$ cat config.mk
export PLATFORM = sky130hd
export DESIGN_NAME = sprite_update_scheduler
export DESIGN_NICKNAME = d
export VERILOG_FILES = /design/src/rtl/sprite_sched_pkg.sv /design/src/rtl/sched_fifo.sv /design/src/rtl/sprite_update_scheduler.sv
export SDC_FILE = /design/constraint.sdc
export NUM_CORES = 1
export LEC_CHECK = 0
export ABC_AREA = 1
export ABC_CLOCK_PERIOD_IN_PS = 4300
export CAP_MARGIN = 10
export CELL_PAD_IN_SITES_DETAIL_PLACEMENT = 1
export CELL_PAD_IN_SITES_GLOBAL_PLACEMENT = 1
export CORE_ASPECT_RATIO = 0.7
export CORE_MARGIN = 5
export CORE_UTILIZATION = 50
export CTS_BUF_LIST = sky130_fd_sc_hd__clkbuf_2
export CTS_CLUSTER_DIAMETER = 60
export DETAILED_ROUTE_END_ITERATION = 6
export PLACE_DENSITY_LB_ADDON = 0.1
export SLEW_MARGIN = 20
export SYNTH_ARGS = -nofsm -noshare
export SYNTH_HDL_FRONTEND = slang
export SYNTH_SLANG_ARGS = --single-unit
export TNS_END_PERCENT = 20
$ cat constraint.sdc
create_clock -name clk -period 4.3 [get_ports clk]
set_input_delay 0.86 -clock clk [delete_from_list [all_inputs] [get_ports clk]]
set_output_delay 0.86 -clock clk [all_outputs]
set_load 0.02 [all_outputs]
$ cat src/rtl/sprite_sched_pkg.sv
// Shared types and constants for the sprite update scheduler.
// Entries carry {index, value}; control bits are decoded from the control register write data.
package sprite_sched_pkg;

  typedef enum logic {
    IDLE  = 1'b0,
    DRAIN = 1'b1
  } sched_state_t;

  localparam logic [11:0] CONTROL_INDEX_DEFAULT = 12'hFFF;
  localparam int          CTRL_CLR_OVF          = 0;
  localparam int          CTRL_FORCE            = 1;
  localparam int          ENTRY_W               = 28;

  typedef struct packed {
    logic [11:0] index;
    logic [15:0] value;
  } entry_t;

endpackage

$ cat src/rtl/sched_fifo.sv
// First-word-fall-through FIFO of register-write entries; head is valid whenever !empty.
// Pushes while full are ignored (even with a same-cycle pop); pops while empty are ignored.
module sched_fifo
  import sprite_sched_pkg::*;
#(
  parameter int DEPTH = 16,
  parameter int AW    = 4
) (
  input  logic          clk,
  input  logic          reset_n,
  input  logic          push,
  input  logic          pop,
  input  entry_t        data,
  output entry_t        head,
  output logic          full,
  output logic          empty,
  output logic [AW:0]   count
);

  entry_t        mem [DEPTH];
  logic [AW-1:0] wr_ptr;
  logic [AW-1:0] rd_ptr;
  logic          do_push;
  logic          do_pop;

  assign full    = (count == (AW+1)'(DEPTH));
  assign empty   = (count == '0);
  assign do_push = push & ~full;
  assign do_pop  = pop & ~empty;
  assign head    = mem[rd_ptr];

  always_ff @(posedge clk) begin
    if (do_push) mem[wr_ptr] <= data;
  end

  always_ff @(posedge clk or negedge reset_n) begin
    if (!reset_n) begin
      wr_ptr <= '0;
      rd_ptr <= '0;
      count  <= '0;
    end else begin
      if (do_push) wr_ptr <= wr_ptr + 1'b1;
      if (do_pop)  rd_ptr <= rd_ptr + 1'b1;
      if (do_push & ~do_pop)      count <= count + 1'b1;
      else if (do_pop & ~do_push) count <= count - 1'b1;
    end
  end

endmodule

$ cat src/rtl/sprite_update_scheduler.sv
// Buffers CPU register writes and replays them only in vblank (or on a forced drain); replay >= 2 cycles after push.
// cpu_ready_o drops when the FIFO is full; writes made anyway are dropped and flagged in overflow_o.
module sprite_update_scheduler
  import sprite_sched_pkg::*;
#(
  parameter int          FIFO_DEPTH    = 16,
  parameter int          FIFO_AW       = 4,
  parameter logic [11:0] CONTROL_INDEX = CONTROL_INDEX_DEFAULT
) (
  input  logic               clk,
  input  logic               reset_n,
  input  logic               cpu_write_i,
  input  logic [11:0]        cpu_index_i,
  input  logic [15:0]        cpu_value_i,
  output logic               cpu_ready_o,
  input  logic               in_vblank_i,
  output logic               reg_write_o,
  output logic [11:0]        reg_index_o,
  output logic [15:0]        reg_value_o,
  output logic [FIFO_AW:0]   pending_o,
  output logic               overflow_o,
  output logic               draining_o,
  output logic [15:0]        frame_count_o
);

  sched_state_t     state;
  sched_state_t     state_nxt;
  logic             vblank_latched;
  logic             vb_rise;
  logic             force_pending;
  logic             force_pending_nxt;
  logic             drain_forced;
  logic             drain_forced_nxt;
  logic             is_ctrl;
  logic             is_data;
  logic             push;
  logic             pop;
  logic             fifo_full;
  logic             fifo_empty;
  logic [FIFO_AW:0] fifo_count;
  entry_t           wr_entry;
  entry_t           head_entry;

  assign vb_rise  = in_vblank_i & ~vblank_latched;
  assign is_ctrl  = cpu_write_i & (cpu_index_i == CONTROL_INDEX);
  assign is_data  = cpu_write_i & ~is_ctrl;
  assign push     = is_data & ~fifo_full;
  assign wr_entry = '{index: cpu_index_i, value: cpu_value_i};

  sched_fifo #(
    .DEPTH (FIFO_DEPTH),
    .AW    (FIFO_AW)
  ) u_fifo (
    .clk     (clk),
    .reset_n (reset_n),
    .push    (push),
    .pop     (pop),
    .data    (wr_entry),
    .head    (head_entry),
    .full    (fifo_full),
    .empty   (fifo_empty),
    .count   (fifo_count)
  );

  always_comb begin
    state_nxt         = state;
    drain_forced_nxt  = drain_forced;
    force_pending_nxt = force_pending;
    pop               = 1'b0;
    case (state)
      IDLE: begin
        if ((vb_rise | force_pending) & ~fifo_empty) begin
          state_nxt        = DRAIN;
          drain_forced_nxt = force_pending;
        end
        force_pending_nxt = 1'b0;
      end
      DRAIN: begin
        // An unforced drain stops as soon as vblank ends; leftovers wait for the next frame.
        if ((~in_vblank_i & ~drain_forced) | fifo_empty) begin
          state_nxt = IDLE;
        end else begin
          pop = 1'b1;
          if ((fifo_count == (FIFO_AW+1)'(1)) & ~push) state_nxt = IDLE;
        end
      end
      default: state_nxt = IDLE;
    endcase
    if (is_ctrl & cpu_value_i[CTRL_FORCE]) force_pending_nxt = 1'b1;
  end

  always_ff @(posedge clk or negedge reset_n) begin
    if (!reset_n) begin
      state          <= IDLE;
      vblank_latched <= 1'b0;
      force_pending  <= 1'b0;
      drain_forced   <= 1'b0;
      overflow_o     <= 1'b0;
      frame_count_o  <= '0;
      reg_write_o    <= 1'b0;
      reg_index_o    <= '0;
      reg_value_o    <= '0;
    end else begin
      state          <= state_nxt;
      vblank_latched <= in_vblank_i;
      force_pending  <= force_pending_nxt;
      drain_forced   <= drain_forced_nxt;
      if (is_data & fifo_full)                      overflow_o <= 1'b1;
      else if (is_ctrl & cpu_value_i[CTRL_CLR_OVF]) overflow_o <= 1'b0;
      if (vb_rise) frame_count_o <= frame_count_o + 16'd1;
      reg_write_o <= pop;
      if (pop) begin
        reg_index_o <= head_entry.index;
        reg_value_o <= head_entry.value;
      end
    end
  end

  assign draining_o  = (state == DRAIN);
  assign pending_o   = fifo_count;
  assign cpu_ready_o = ~fifo_full;

endmodule

-- Word level (Yosys, flattened, before mapping)
Memories as Yosys holds them, arrays and structs flattened. A register that Yosys moved wholly into a read port is not among the register bits.
Index checks and enable logic that the tools add are counted.
- memories kept: 1
- register bits: 35
- logic and storage cells: 65
- output and inout port bits: 53
- bits of input ports: 32
- memory bits (writable): 448
- memory list (memory ; words ; bits a word ; rd ports ; clocked after memory_dff ; write ports ; line ; source):
    u_fifo.mem ; 16 ; 28 ; 1 ; 1 ; 1 ; sched_fifo.sv:20 ; entry_t mem [DEPTH];
- eq/ne operators: 4
- reductions and logical operators: 5
- add/sub/neg operators: 5
- multiplexer cells: 14
- bitwise operators: 26
- operator list (cell ; count):
    adder 16 x 1 -> 16 bit (second input constant) ; 1
    AND 1 bit ; 14
    == test 12 bit (second input constant) ; 1
    2-to-1 mux 1 bit ; 11
    2-to-1 mux 5 bit ; 2
    NOT 1 bit ; 10
    adder 4 x 1 -> 4 bit (second input constant) ; 2
    adder 5 x 1 -> 5 bit (second input constant) ; 1
    == test 5 x 1 -> 1 bit (second input constant) ; 1
    == test 5 bit (second input constant) ; 1
    zero test 5 bit ; 1
    subtractor 5 x 1 -> 5 bit (second input constant) ; 1
    nonzero test 2 bit ; 2
    != test 2 x 1 -> 1 bit (second input constant) ; 1
    OR 1 bit ; 2
    one-hot mux 1 bit (2 select lines) ; 1
    AND reduction 2 bit ; 1
    zero test 1 bit ; 1

-- Logic depth before layout (Yosys ltp)
- word-level depth: 10
- mapped depth: 13
- gate-level depth less buffers: 12

-- Hierarchy
Synthesis repeated with hierarchy kept, for this count alone.
- cells, all modules: 2123
- area total of the unflattened synthesis: 21737.1 sq um
- by module, submodules not included (module ; seq. area each (sq um) ; cells each ; instances ; area each (sq um)):
    sched_fifo ; 13778.2 ; 1864 ; 1 ; 19540.0
    sprite_update_scheduler ; 1251.2 ; 259 ; 1 ; 2197.1

-- Worst setup path after synthesis
OpenSTA, ideal clock, no wires.
- path kind: reg-to-reg
- from: register u_fifo.count[0]
- to: memory u_fifo.mem[11][0] (netlist bit), enable pin
- cell stages (with the launch flop): 9
- data arrival time: 2811 ps
- buffers on the path: 1
- required time: 3887 ps
- library setup time: 413 ps
- clock period less this slack: 3223 ps
- path slack: 1077 ps
- cell sequence: dfrtp_1 inv_1 ha_1 nand3_1 inv_1 nor2_1 buf_4 nand2_1 nor2_1
- word-level cells in the longest chain between the ends: 6
- RTL lines (item ; line ; source):
    start: declaration ; sched_fifo.sv:17 ; output logic [AW:0] count
    start signal: assignment ; sched_fifo.sv:44 ; if (do_push & ~do_pop) count <= count + 1'b1;
    start signal: assignment ; sched_fifo.sv:45 ; else if (do_pop & ~do_push) count <= count - 1'b1;
    == test 5 bit * ; sched_fifo.sv:26 ; assign full = (count == (AW+1)'(DEPTH));
    NOT 1 bit * ; n/a ;
    via cpu_ready_o ; sprite_update_scheduler.sv:15 ; output logic cpu_ready_o,
    AND 1 bit ; sprite_update_scheduler.sv:47 ; assign push = is_data & ~fifo_full;
    AND 1 bit * ; sched_fifo.sv:28 ; assign do_push = push & ~full;
    via u_fifo.do_push ; sched_fifo.sv:23 ; logic do_push;
    2-to-1 mux 1 bit * ; sched_fifo.sv:33 ; if (do_push) mem[wr_ptr] <= data;
    2-to-1 mux 1 bit (not written as such) * ; sched_fifo.sv:33 ;
    end: declaration ; sched_fifo.sv:20 ;
Mark *: on every way through the listed nets, which the timed path passes. The rest lies on a longest branch.

-- Worst setup path in the final report
- from: register u_fifo.count[0]
- to: output port cpu_ready_o
- word-level cells in the longest chain between the ends: 2
- RTL lines (item ; line ; source):
    == test 5 bit ; sched_fifo.sv:26 ;
    NOT 1 bit ; sprite_update_scheduler.sv:121 ; assign cpu_ready_o = ~fifo_full;
    end: declaration ; sprite_update_scheduler.sv:15 ;
No other way between the ends.

==> results.sh <==
export IMPL_run_status="finished, final reports clean"
export IMPL_wire_length_of_the_first_global_routing_pass_um=90300
export IMPL_synth_xor_area_share_pct=0.797
export IMPL_pre_cts_slack_ns=0.760
export IMPL_routed_via_count_divided_by_cell_count=5.50
export IMPL_synth_top_area_share_pct=64.4
export IMPL_synthesis_area_um2=20900
export IMPL_seqCellArea_um2=15000
export IMPL_yosys_area_top_type="edfxtp_1"
export IMPL_crit_slowest_cell="clkdlybuf4s50_1"
export IMPL_multi_input_area_um2=5230
export IMPL_cts_htree_levels=3
export IMPL_num_vias=14500
export IMPL_clk_pin_slew_ns=0.09
export IMPL_die_x_um=254
export IMPL_grt_overflow_total=0
export IMPL_critical_path_startpoint_type="flip-flop"
export IMPL_initial_antenna_violation_count=2
export IMPL_syn_area_per_cell_um2=11.4
export IMPL_period_minus_slack_ns=3.49
export IMPL_final_net_count=2038
export IMPL_wl_per_cell_um=22.3
export IMPL_cap_violations=0
export IMPL_rsz0062_at_grt="no"
export IMPL_net_sw_share_pct=40.8
export IMPL_grt_total_usage_pct=25.6
export IMPL_power_report_internal_total_mw=8.97
export IMPL_layout_drive_gt1_share_pct=13.2
export IMPL_placedCellCount=2418
export IMPL_critical_path_required_ns=3.44
export IMPL_worstRegToRegCells=9
export IMPL_clock_sink_count=511
export IMPL_final_cell_mix="733 x nand2_1, 448 x edfxtp_1, 352 x nand3_1, 191 x clkbuf_2, 83 x clkdlybuf4s50_1"
export IMPL_slowest_delay_ns=0.64
export IMPL_r2r_end="reg_index_o[1]$_DFFE_PN0P_"
export IMPL_p_leak_nw=9.32
export IMPL_holdCritStartpoint="in_vblank_i"
export IMPL_number_of_global_route_vias_before_repair=15600
export IMPL_maxSlewHeadroom_pct=27.1
export IMPL_mappedNetlistNets=1877
export IMPL_height_of_the_die_um=181
export IMPL_timing_hold_worst_path_depth=1
export IMPL_yosys_register_bits=511
export IMPL_destination_of_the_worst_hold_path="vblank_latched$_DFF_PN0_"
export IMPL_worst_setup_path_end_kind="primary output"
export IMPL_worstSetupPathType="reg2out"
export IMPL_cts_resized=0
export IMPL_core_area_um2=41100
export IMPL_ys_types=21
export IMPL_synth_top_cells_by_area="edfxtp_1 64%, nand2_1 13%, nand3_1 8.4%"
export IMPL_yosysSeqAreaShare_pct=72.0
export IMPL_finish_cell_count_without_fillers=2637
export IMPL_cts_tree="yes"
export IMPL_power_per_cell_area_nw_per_um2=642
export IMPL_cts_inserted_buffers=118
export IMPL_ys_warnings_count=0
export IMPL_worstReg2RegStart="u_fifo.rd_ptr[1]$_DFFE_PN0P_"
export IMPL_max_slew_worst_pin_slew_ns=1.09
export IMPL_post_synth_and_or_nand_nor_area_fraction_pct=22.6
export IMPL_synth_compound_area_share_pct=0.402
export IMPL_cts_hold_buffers_added=1
export IMPL_cts_root_buf="clkbuf_2"
export IMPL_clock_skew_ns=0.0801
export IMPL_detailedPlacementHpwl_um=34900
export IMPL_worst_ep_arrival_time_ns=2.63
export IMPL_timing_final_max_slew_violations=0
export IMPL_die_area_um2=46000
export IMPL_grt_start_max_net_pins=180
export IMPL_drt_pass1_iter_count=5
export IMPL_netlist_instances=1834
export IMPL_fin_ws_ns=0.805
export IMPL_gpl_final_weighted_congestion=0.794
export IMPL_synthAdderAreaFrac_pct=0.659
export IMPL_route_antenna_remaining_nets=0
export IMPL_finalCritPeriodShare_pct=81.3
export IMPL_rows=62
export IMPL_start_util_pct=50.8
export IMPL_switching_power_mw=6.17
export IMPL_port_buffer_count=84
export IMPL_cts_repair_timing_setup_buffer_count=0
export IMPL_combPwrFrac_pct=37.1
export IMPL_ctsLongestPathBuffers=3
export IMPL_layout_commonest_cell="nand2_1"
export IMPL_setup_tns_ns=0
export IMPL_worstPathCellList="inv_1 -> ha_1 -> nand3_1 -> clkdlybuf4s50_1"
export IMPL_areaGrowthSynthToFinish_pct=13.0
export IMPL_final_setup_viol_count=0
export IMPL_synth_area_mux_share_pct=0
export IMPL_holdCritPathClass="in2reg"
export IMPL_share_clk_of_total_power_pct=21.0
export IMPL_nFillCells=4441
export IMPL_worst_path_max_fanout=6
export IMPL_ff2ff_setup_slack_ns=1.35
export IMPL_pwr_share_seq_pct=41.9
export IMPL_worst_ir_drop_vdd_mv=1.44
export IMPL_worstSkewPairLatency_ns=1.06
export IMPL_achievable_frequency_ghz=0.286
export IMPL_timing_final_hold_violations=0
export IMPL_ios=85
export IMPL_drc_errors=0
export IMPL_synth_top_family_by_area="simple AND/OR/NAND/NOR gates"
export IMPL_drt_initial_drc_count=1021
export IMPL_wl_um=58700
==> power groups by stage <==
stage / sequential, mW / clock, mW / combinational, mW
floorplan: 6.54 / 0 / 3.45
global placement: 6.42 / 0 / 5.44
global route: 6.40 / 3.54 / 6.19
detailed placement: 6.45 / 0 / 5.61
finish: 6.35 / 3.18 / 5.61
CTS: 6.35 / 3.26 / 5.66
==> cell families (layout without fill, tap and decap cells) <==
group / after synthesis / count (layout)
flip-flops: 511 / 511
adder cells (fa/ha/maj): 11 / 11
AND/OR/NAND/NOR: 1135 / 1135
other: 0 / 2
AO/OA/AOI/OAI: 16 / 16
buffers and inverters: 142 / 399
XOR/XNOR: 19 / 19
==> worst max-delay path, delay by kind of cell (launching register included) <==
kind | cells | cell delay [ns]
flip-flops | 1 | 0.47
adder cells (fa/ha/maj) | 1 | 0.25
buffers and inverters | 2 | 0.76
AND/OR/NAND/NOR | 1 | 0.15
==> final cells by class <==
cell class / instances / share of cell area (%)
well taps: 544 / 2.89
multi-input cells: 1181 / 22.2
inverters: 42 / 0.695
clock inverters: 25 / 0.620
flip-flops and latches: 511 / 63.7
repair buffers: 141 / 5.80
clock buffers: 191 / 4.05
diodes: 2 / 0.0212
==> synthesized netlist by cell type <==
library cell,n
buf_2,46
buf_1,8
buf_6,8
inv_4,1
o21ai_0,14
edfxtp_1,448
xnor2_1,2
clkbuf_1,16
inv_1,39
a21oi_1,1
nand3_1,352
a22o_1,1
nor3_1,8
nor2_1,36
buf_4,22
dfrtp_1,63
nand4_1,5
xor2_1,17
ha_1,11
nand2_1,734
inv_2,2
==> stage by stage <==
step	hold WS, ns	util (%)	cell area, um^2	total power, mW
after floorplan	0.443	-	20900	9.99
after global placement	0.461	54.7	22500	11.9
after detailed placement	0.469	54.7	22500	12.1
after CTS	0.224	57.4	23600	15.3
after global routing	0.247	57.4	23600	16.1
final	0.350	57.4	23600	15.1
==> per-layer routing <==
layer	up-vias	track usage, %	wire length (um)
met4	0	8.80	1610
met5	-	0	0
li1	6666	-	-
met1	7329	34.1	25000
met3	91	5.00	3280
met2	422	42.4	28800
==> how the worst max path moves through the flow <==
stage / slack, ns / from / cells after the start / to
2_1_floorplan: 1.08 / u_fifo.count[0]$_DFFE_PN0P_ / 8 / u_fifo.mem[11][0]$_DFFE_PP_
3_3_place_gp: 0.80 / cpu_index_i[11] / 9 / u_fifo.mem[7][2]$_DFFE_PP_
3_5_place_dp: 0.76 / cpu_index_i[0] / 9 / u_fifo.mem[4][16]$_DFFE_PP_
4_1_cts: 0.66 / u_fifo.count[0]$_DFFE_PN0P_ / 4 / cpu_ready_o
5_1_grt: 0.62 / u_fifo.count[0]$_DFFE_PN0P_ / 4 / cpu_ready_o
6_report: 0.81 / u_fifo.count[0]$_DFFE_PN0P_ / 4 / cpu_ready_o
==> sequential cells by signal, indices dropped and copies added, names as in the netlist <==
name / count
u_fifo.rd_ptr: 4
u_fifo.mem: 448
vblank_latched: 1
overflow_o: 1
u_fifo.count: 5
force_pending: 1
draining_o: 1
frame_count_o: 16
drain_forced: 1
reg_value_o: 16
reg_index_o: 12
u_fifo.wr_ptr: 4
reg_write_o: 1
No activity file was read; power rests on OpenSTA's default activity.
